### config.mk
export PLATFORM = sky130hd
export DESIGN_NAME = stopwatch_lap_controller
export DESIGN_NICKNAME = d
export VERILOG_FILES = /design/src/rtl/stopwatch_lap_controller.sv
export SDC_FILE = /design/constraint.sdc
export NUM_CORES = 1
export LEC_CHECK = 0
export BUFFER_PORTS_ARGS = -buffer_cell sky130_fd_sc_hd__buf_4
export CORE_MARGIN = 2
export CORE_UTILIZATION = 55
export CTS_BUF_LIST = sky130_fd_sc_hd__clkbuf_8
export DETAILED_ROUTE_END_ITERATION = 8
export PLACE_DENSITY = 0.73
export REMOVE_ABC_BUFFERS = 1
export SYNTH_ARGS = -nofsm -noshare
export SYNTH_HDL_FRONTEND = slang
export SYNTH_SLANG_ARGS = --single-unit
### constraint.sdc
create_clock -name i_clock -period 12.4 [get_ports i_clock]
set_input_delay 1.24 -clock i_clock [delete_from_list [all_inputs] [get_ports i_clock]]
set_output_delay 1.24 -clock i_clock [all_outputs]
set_load 0.01 [all_outputs]
### src/rtl/stopwatch_lap_controller.sv
// stopwatch_lap_controller
//   Sequencer between the button debouncers and the stopwatch counter /
//   display formatter. It turns button levels into start/reset pulses for the
//   counter, captures lap times into a small buffer, and picks the time shown
//   on the display (live, frozen lap, or recalled lap).
//
//   Optional feature macro: SW_LAP_HOLD_TIMEOUT_EN
//     defined   : LAP_HOLD falls back to RUN after HOLD_MS tick_1ms rising edges
//     undefined : LAP_HOLD persists until a start or recall press
//
// Ports
//   i_clock        system clock
//   i_reset        asynchronous, active-high reset
//   i_btn_start    debounced start/stop level
//   i_btn_lap      debounced lap/clear level
//   i_btn_recall   debounced recall level
//   i_tick_1ms     1 ms level tick, rising edge detected internally
//   i_live_time    {hours[4:0],minutes[5:0],seconds[5:0],centiseconds[6:0]}
//   o_start_edge   1-cycle pulse: toggle counter run
//   o_reset_edge   1-cycle pulse: zero counter
//   o_disp_time    time to display, same packing as i_live_time
//   o_disp_mode    0 live, 1 lap hold, 2 recall
//   o_lap_index    entry shown in RECALL
//   o_lap_count    valid entries, 0..LAP_DEPTH
//   o_lap_full     lap_count == LAP_DEPTH
//   o_lap_overflow 1-cycle pulse: lap press dropped because buffer full
//
// State table
//   state    | meaning
//   S_IDLE   | counter zeroed and stopped, live time shown
//   S_RUN    | counter running, live time shown
//   S_LAP_HOLD | counter running, last captured lap frozen on display
//   S_PAUSED | counter stopped, live (frozen) time shown
//   S_RECALL | browsing stored laps, returns to IDLE or PAUSED on start

module stopwatch_lap_controller #(
  parameter int LAP_DEPTH = 8,
  parameter int IDX_W     = 3
`ifdef SW_LAP_HOLD_TIMEOUT_EN
  , parameter int HOLD_MS = 2000
`endif
) (
  input  logic             i_clock,
  input  logic             i_reset,
  input  logic             i_btn_start,
  input  logic             i_btn_lap,
  input  logic             i_btn_recall,
  input  logic             i_tick_1ms,
  input  logic [23:0]      i_live_time,
  output logic             o_start_edge,
  output logic             o_reset_edge,
  output logic [23:0]      o_disp_time,
  output logic [1:0]       o_disp_mode,
  output logic [IDX_W-1:0] o_lap_index,
  output logic [IDX_W:0]   o_lap_count,
  output logic             o_lap_full,
  output logic             o_lap_overflow
);

  typedef enum logic [2:0] {
    S_IDLE     = 3'd0,
    S_RUN      = 3'd1,
    S_LAP_HOLD = 3'd2,
    S_PAUSED   = 3'd3,
    S_RECALL   = 3'd4
  } state_t;

  localparam logic [IDX_W:0] LP_DEPTH = (IDX_W+1)'(LAP_DEPTH);
  localparam logic [IDX_W:0] LP_ONE   = (IDX_W+1)'(1);

  state_t           r_state;
  state_t           r_ret_state;
  logic             r_start_prev;
  logic             r_lap_prev;
  logic             r_recall_prev;
  logic             r_tick_prev;
  logic             r_start_edge;
  logic             r_reset_edge;
  logic             r_lap_overflow;
  logic [23:0]      r_disp_time;
  logic [1:0]       r_disp_mode;
  logic [IDX_W-1:0] r_lap_index;
  logic [IDX_W:0]   r_lap_count;
  logic [23:0]      r_held;
  logic [23:0]      r_buf [LAP_DEPTH];

  logic             w_start;
  logic             w_lap;
  logic             w_recall;
  logic             w_full;
  logic             w_has_laps;
  logic             w_capture;
  logic             w_write;
  logic             w_idx_last;
  logic [23:0]      w_disp_src;
  logic [1:0]       w_mode_src;

  // Priority start > lap > recall; lower-priority presses in the same cycle are dropped.
  assign w_start    = i_btn_start & ~r_start_prev;
  assign w_lap      = i_btn_lap & ~r_lap_prev & ~w_start;
  assign w_recall   = i_btn_recall & ~r_recall_prev & ~w_start & ~(i_btn_lap & ~r_lap_prev);

  assign w_full     = (r_lap_count == LP_DEPTH);
  assign w_has_laps = (r_lap_count != '0);
  assign w_capture  = w_lap & ((r_state == S_RUN) | (r_state == S_LAP_HOLD));
  assign w_write    = w_capture & ~w_full;
  assign w_idx_last = ({1'b0, r_lap_index} == (r_lap_count - LP_ONE));

`ifdef SW_LAP_HOLD_TIMEOUT_EN
  logic [15:0] r_hold_cnt;
  logic        w_tick_rise;
  logic        w_hold_done;

  assign w_tick_rise = i_tick_1ms & ~r_tick_prev;
  assign w_hold_done = (r_hold_cnt == 16'(HOLD_MS));

  always_ff @(posedge i_clock or posedge i_reset) begin
    if (i_reset) begin
      r_hold_cnt <= '0;
    end else if (w_capture) begin
      r_hold_cnt <= '0;
    end else if ((r_state == S_LAP_HOLD) && w_tick_rise && !w_hold_done) begin
      r_hold_cnt <= r_hold_cnt + 16'd1;
    end
  end
`else
  logic w_hold_done;
  assign w_hold_done = 1'b0;
`endif

  // Lap storage carries no reset; entries beyond lap_count are never shown.
  always_ff @(posedge i_clock) begin
    if (w_write) begin
      r_buf[r_lap_count[IDX_W-1:0]] <= i_live_time;
    end
  end

  always_comb begin
    w_disp_src = i_live_time;
    w_mode_src = 2'd0;
    case (r_state)
      S_LAP_HOLD: begin
        w_disp_src = r_held;
        w_mode_src = 2'd1;
      end
      S_RECALL: begin
        w_disp_src = r_buf[r_lap_index];
        w_mode_src = 2'd2;
      end
      default: begin
        w_disp_src = i_live_time;
        w_mode_src = 2'd0;
      end
    endcase
  end

  always_ff @(posedge i_clock or posedge i_reset) begin
    if (i_reset) begin
      r_state        <= S_IDLE;
      r_ret_state    <= S_IDLE;
      r_start_prev   <= 1'b0;
      r_lap_prev     <= 1'b0;
      r_recall_prev  <= 1'b0;
      r_tick_prev    <= 1'b0;
      r_start_edge   <= 1'b0;
      r_reset_edge   <= 1'b0;
      r_lap_overflow <= 1'b0;
      r_disp_time    <= '0;
      r_disp_mode    <= 2'd0;
      r_lap_index    <= '0;
      r_lap_count    <= '0;
      r_held         <= '0;
    end else begin
      r_start_prev   <= i_btn_start;
      r_lap_prev     <= i_btn_lap;
      r_recall_prev  <= i_btn_recall;
      r_tick_prev    <= i_tick_1ms;
      r_start_edge   <= 1'b0;
      r_reset_edge   <= 1'b0;
      r_lap_overflow <= 1'b0;
      r_disp_time    <= w_disp_src;
      r_disp_mode    <= w_mode_src;

      if (w_capture) begin
        if (w_full) begin
          r_lap_overflow <= 1'b1;
        end else begin
          r_lap_count <= r_lap_count + LP_ONE;
          r_held      <= i_live_time;
        end
      end

      case (r_state)
        S_IDLE: begin
          if (w_start) begin
            r_start_edge <= 1'b1;
            r_state      <= S_RUN;
          end else if (w_recall && w_has_laps) begin
            r_lap_index <= '0;
            r_ret_state <= S_IDLE;
            r_state     <= S_RECALL;
          end
        end
        S_RUN: begin
          if (w_start) begin
            r_start_edge <= 1'b1;
            r_state      <= S_PAUSED;
          end else if (w_lap) begin
            r_state <= S_LAP_HOLD;
          end
        end
        S_LAP_HOLD: begin
          if (w_start) begin
            r_start_edge <= 1'b1;
            r_state      <= S_PAUSED;
          end else if (w_lap) begin
            r_state <= S_LAP_HOLD;
          end else if (w_recall || w_hold_done) begin
            r_state <= S_RUN;
          end
        end
        S_PAUSED: begin
          if (w_start) begin
            r_start_edge <= 1'b1;
            r_state      <= S_RUN;
          end else if (w_lap) begin
            r_reset_edge <= 1'b1;
            r_lap_count  <= '0;
            r_state      <= S_IDLE;
          end else if (w_recall && w_has_laps) begin
            r_lap_index <= '0;
            r_ret_state <= S_PAUSED;
            r_state     <= S_RECALL;
          end
        end
        S_RECALL: begin
          if (w_start) begin
            r_state <= r_ret_state;
          end else if (w_lap) begin
            r_reset_edge <= 1'b1;
            r_lap_count  <= '0;
            r_state      <= S_IDLE;
          end else if (w_recall) begin
            r_lap_index <= w_idx_last ? '0 : r_lap_index + 1'b1;
          end
        end
        default: r_state <= S_IDLE;
      endcase
    end
  end

  assign o_start_edge   = r_start_edge;
  assign o_reset_edge   = r_reset_edge;
  assign o_disp_time    = r_disp_time;
  assign o_disp_mode    = r_disp_mode;
  assign o_lap_index    = r_lap_index;
  assign o_lap_count    = r_lap_count;
  assign o_lap_full     = w_full;
  assign o_lap_overflow = r_lap_overflow;

endmodule
; ---- After elaboration in Yosys (flattened, before gate mapping)
; Memories as Yosys holds them, arrays and structs flattened.
; Index checks and enable logic that the tools add are counted.
[classes]
n_addsub = 3
n_eq_ne = 17
mux = 43
n_bitwise = 15
n_reduce_logical = 11
[ops]
columns = op, count
row1 = $mux W3, 24
row2 = $pmux W24 S2, 1
row3 = $mux W4, 5
row4 = $ne A2 B2 Y1 const B, 8
row5 = $pmux W3 S5, 1
row6 = $mux W1, 9
row7 = $pmux W3 S3, 1
row8 = $and A1 B1 Y1, 8
row9 = $reduce_and A7 Y1, 1
row10 = $eq A3 B2 Y1 const B, 2
row11 = $ne A3 B3 Y1 const B, 2
row12 = $not A1 Y1, 6
row13 = $pmux W3 S2, 1
row14 = $reduce_and A6 Y1, 1
row15 = $add A4 B1 Y4 const B, 1
row16 = $eq A3 B4 Y1, 1
row17 = $eq A4 B4 Y1 const B, 1
row18 = $ne A4 B4 Y1 const B, 1
row19 = $pmux W2 S2, 1
row20 = $reduce_bool A4 Y1, 1
row21 = $reduce_or A4 Y1, 1
row22 = $sub A4 B1 Y4 const B, 1
row23 = $add A3 B1 Y3 const B, 1
row24 = $eq A3 B1 Y1 const B, 1
row25 = 9 further kinds, 9
[word_totals]
register_bits = 69
ram_bits = 192
input_bits = 30
output_inout_bits = 37
wordCells = 103
n_memories = 1
[mem_list]
columns = name, words, width, rd, rd_clocked_by_memory_dff, wr, line_no
row1 = r_buf, 8, 24, 1, 0, 1, 85  ; logic [23:0] r_buf [LAP_DEPTH];

; ---- Depth between registers and ports, before layout
[depth]
ltp_word = 10
mapped_depth = 8
depth_no_buf = 7

; ---- Least setup slack after synthesis
; No wires, ideal clock.
[synth_timing]
path_kind = input to register
from = in i_btn_lap
to = mem r_buf[0][0] (enable)
setup_time_ps = 466
arrival_ps = 4367
required_ps = 11934
setup_slack_ps = 7567
stages = 5
path_buffers = 1
path_cell_list = nand2b_1 nor4_4 nand2_2 buf_6 nor4_1
[synth_via]
elab_chain_len = 6
[synth_rtl]
columns = item, line_no
row1 = "start, declared", 46  ; input logic i_btn_lap,
row2 = $and A1 B1 Y1 (2 in a row), 100  ; assign w_lap = i_btn_lap & ~r_lap_prev & ~w_start;
row3 = $and A1 B1 Y1, 105  ; assign w_capture = w_lap & ((r_state == S_RUN) | (r_state == S_LAP_HOLD));
row4 = $and A1 B1 Y1, 106  ; assign w_write = w_capture & ~w_full;
row5 = $mux W1, 133  ; if (w_write) begin
row6 = $mux W1 (implied by the code), 134  ; r_buf[r_lap_count[IDX_W-1:0]] <= i_live_time;
row7 = "end, declared", 85
; No other way between the ends.

; ---- Worst setup path after layout
[layout_timing]
from = reg r_lap_index[0] (netlist: o_lap_index[0])
to = out o_lap_index[0]
[layout_lines]
columns = item, line_no
row1 = "start, declared", 82  ; logic [IDX_W-1:0] r_lap_index;
row2 = "start signal, assigned", 244  ; r_lap_index <= w_idx_last ? '0 : r_lap_index + 1'b1;
row3 = "end, declared", 54  ; output logic [IDX_W-1:0] o_lap_index,
; No word-level cell between the ends.

==> reports/qor.csv <==
stage,metric,value,unit
worst_setup_path,FF-to-FF path depth,6,
hold_path,hold path startpoint,r_held[18],
floorplan,# IOs,67,
floorplan,Die Wd,140,um
power,leak pwr,4.29,nW
floorplan,Initial Util,0.564,
layout,fraction of layout cells with a size suffix above 1,0.334,
logic_synthesis,Mapped Area,10200,um2
worst_setup_path,Worst Setup EP,o_lap_index[0],
power,Pint,1.61,mW
grt,grt total ovfl,0,
detailed_routing,Routed Antenna Nets,0,
worst_setup_path,reg-to-reg setup timing slack,9.85,ns
clock_tree,H-tree lvl count,2,
logic_synthesis,Post-Synth Simple-Gate Area,0.0278,
logic_synthesis,"FFs w/ async S/R, synth",0.259,
detailed_routing,final wirelength,20.2,mm
logic_synthesis,number of library cell types mapped by synthesis,41,
hold_path,HP Class,reg2reg,
worst_setup_path,CP startpoint,o_lap_index[0],
power,Logic pwr share,0.190,
logic_synthesis,Post-synth EDFFs,192,
power,total power,2.20,mW
power,Sw Share,0.269,
floorplan,Die Area,19600,um2
detailed_routing,DR iter-0 viols,323,
worst_setup_path,Crit path required time,11.16,ns
timing,fmax,298,MHz
logic_synthesis,leading cell types by total area after synthesis,"edfxtp_1 57%, dfrtp_1 16%, mux4_2 11%, mux2_4 3.4%, mux2i_1 2.4%",
logic_synthesis,Avg Inst Size Synth,19.2,um2
logic_synthesis,ys flop type,edfxtp_1,
timing,Finish-stage setup viols,0,
clock_tree,post_cts resized,0,
timing,Max Slew Vio Count,0,
logic_synthesis,"top cells by count, synth","192 x edfxtp_1, 67 x dfrtp_1, 48 x mux4_2",
logic_synthesis,sequential share of the synthesized area,0.732,
clock_tree,hold-fix buffers at CTS,0,
detailed_routing,first-pass iteration count of the detailed router,4,
timing,setup tns final,0,ns
timing,Hold Slack,0.513,ns
timing,Final min period,3.36,ns
placed_design,setup slack at placement,8.98,ns
run,max_cap viols,0,
floorplan,Core Region,18000,um2
power,NetSw,590,uW
grt,first-pass GRT wire length,32.0,mm
logic_synthesis,largest family of logic cells by synthesized area,multiplexers,
detailed_routing,Via-to-Cell Ratio,5.86,
logic_synthesis,cells after synthesis,530,
placed_design,Area after DPL,10900,um2
power,Clock Power Share,0.304,
layout,diodes inserted,0,
power,Reg power frac,0.506,
floorplan,chip height,140,um
logic_synthesis,post-synthesis adder-cell area fraction,0.00369,
detailed_routing,detail-routed net length per standard cell,22.8,um
grt,initial antenna violation count,0,
timing,worst slew pin tran,0.933,ns
grt,GRT Util Overall,0.216,
placed_design,IO Port Bufs,65,
worst_setup_path,Critical R2R Capture,r_buf[2][4],
logic_synthesis,"area leader, netlist",edfxtp_1,
timing,worst setup margin,9.04,ns
timing,Hold Fails Final Rpt,0,
worst_setup_path,CP Class,reg2out,
timing,final setup skew,0.0165,ns
logic_synthesis,XOR/XNOR Fraction of Synth Area,0.00517,
clock_tree,clock slew at reported path FFs,0.05,ns
placed_design,GP Congestion,0.786,
logic_synthesis,cell with the most instances after synthesis,edfxtp_1,
logic_synthesis,post-synthesis mux area share,0.168,
power,worst vdd ir,92.8,uV
clock_tree,CTS Buf Count,43,
clock_tree,CTS tree,built,
layout,synth-to-layout area growth,15.3,%
clock_tree,clock sinks,259,
clock_tree,clock root buffer,clkbuf_8,
logic_synthesis,share of the synthesized area in the top cell type,0.567,
worst_setup_path,crit end category,output pin,
grt,vias in the first global route,5598,
worst_setup_path,CP arrival,2.12,ns
detailed_routing,drt drc,0,
logic_synthesis,Synth Register Bits,259,
timing,final period utilization,0.271,
layout,Post-layout nets,659,
clock_tree,post-CTS setup buffers,0,
floorplan,Site Rows,49,
power,Power Density,187,nW/um2
status,outcome,"finished, final reports clean",
layout,Finished Cell Area,11700,um2
layout,Fill cells,1279,
worst_setup_path,worst flop-to-flop path startpoint,r_lap_prev,
clock_tree,clk_lat worst skew,0.53,ns
detailed_routing,via count,5204,
worst_setup_path,CP startpoint kind,flip-flop,
grt,largest net degree at the start of global routing,68,
clock_tree,maximum clock path buffer count,3,
logic_synthesis,Synth Area in Compound Gates,0.0455,
placed_design,DP HPWL,10.5,mm
timing,unrepaired setup endpoints after global routing,false,
logic_synthesis,YS warnings,0,
worst_setup_path,crit-path max FO,27,
timing,worst rel slew slack,0.378,
power groups by stage:
stage          sequential [mW]  clock (mW)  combinational (mW)
4_1_cts                   1.11       0.683               0.422
2_1_floorplan             1.13           0               0.241
3_3_place_gp              1.12           0               0.406
5_1_grt                   1.12       0.720               0.453
6_report                  1.11       0.668               0.417
3_5_place_dp              1.13           0               0.420
area by class of cell:
type	count	area, um2	area share
flip-flops and latches	259	7450	0.635
multi-input cells	235	2590	0.221
clock buffers	45	619	0.0528
repair buffers	79	593	0.0506
well taps	229	287	0.0244
clock inverters	33	158	0.0134
inverters	8	31.3	0.00267
registers in the layout (all words and copies together), names as in the netlist:
name and count:
o_disp_mode 2, o_disp_time 24, o_lap_count 4, o_lap_index 3, o_lap_overflow 1, o_reset_edge 1, o_start_edge 1, r_buf 192
r_held 24, r_lap_prev 1, r_recall_prev 1, r_ret_state 1, r_start_prev 1, r_state 3
stage by stage:
step,instances,utilization
finish,888,0.650
global route,888,0.650
CTS,888,0.650
detailed placement,810,0.607
global placement,810,0.607
floorplan,502,-
worst max-delay path, cell delays in order, from the launching register on:
cell and delay (ns):
dfrtp_4 0.76, buf_4 0.56, buf_4 0.22
layer usage:
| metal | GRT usage | vias to the layer above | wire, um |
|---|---|---|---|
| met4 | 0.0763 | 0 | 343 |
| met5 | 0 | - | 0 |
| li1 | - | 2309 | - |
| met1 | 0.285 | 2689 | 7950 |
| met3 | 0.0379 | 28 | 1370 |
| met2 | 0.367 | 178 | 10600 |
cell usage in the layout (no fill, tap or decap), types with 5 or more instances in the layout:
cell / synthesis / layout
mux4_2: 48 / 48
dfrtp_1: 67 / 65
clkbuf_8: 0 / 45
nand2_1: 20 / 20
nor2_1: 9 / 6
edfxtp_1: 192 / 192
clkinv_1: 0 / 5
mux2i_1: 24 / 24
mux2_4: 23 / 23
o21ai_0: 33 / 33
buf_4: 0 / 79
inv_1: 8 / 30
a22oi_1: 24 / 24
cell families (layout without fill, tap and decap cells):
| kind of cell | count (synthesis) | after routing |
|---|---|---|
| adder cells (fa/ha/maj) | 3 | 3 |
| AO/OA/AOI/OAI | 72 | 72 |
| buffers and inverters | 36 | 165 |
| AND/OR/NAND/NOR | 55 | 55 |
| XOR/XNOR | 6 | 6 |
| multiplexers | 99 | 99 |
| flip-flops | 259 | 259 |
worst min path at each step:
stage          slack [ns]  depth (start not counted)        endpoint
2_1_floorplan        0.48                          2  o_disp_time[9]
3_3_place_gp         0.49                          1       r_held[9]
3_5_place_dp         0.50                          1      r_held[19]
4_1_cts              0.51                          1      r_held[18]
5_1_grt              0.53                          1      r_held[12]
6_report             0.51                          1      r_held[18]
(Power assumes the default switching activity.)
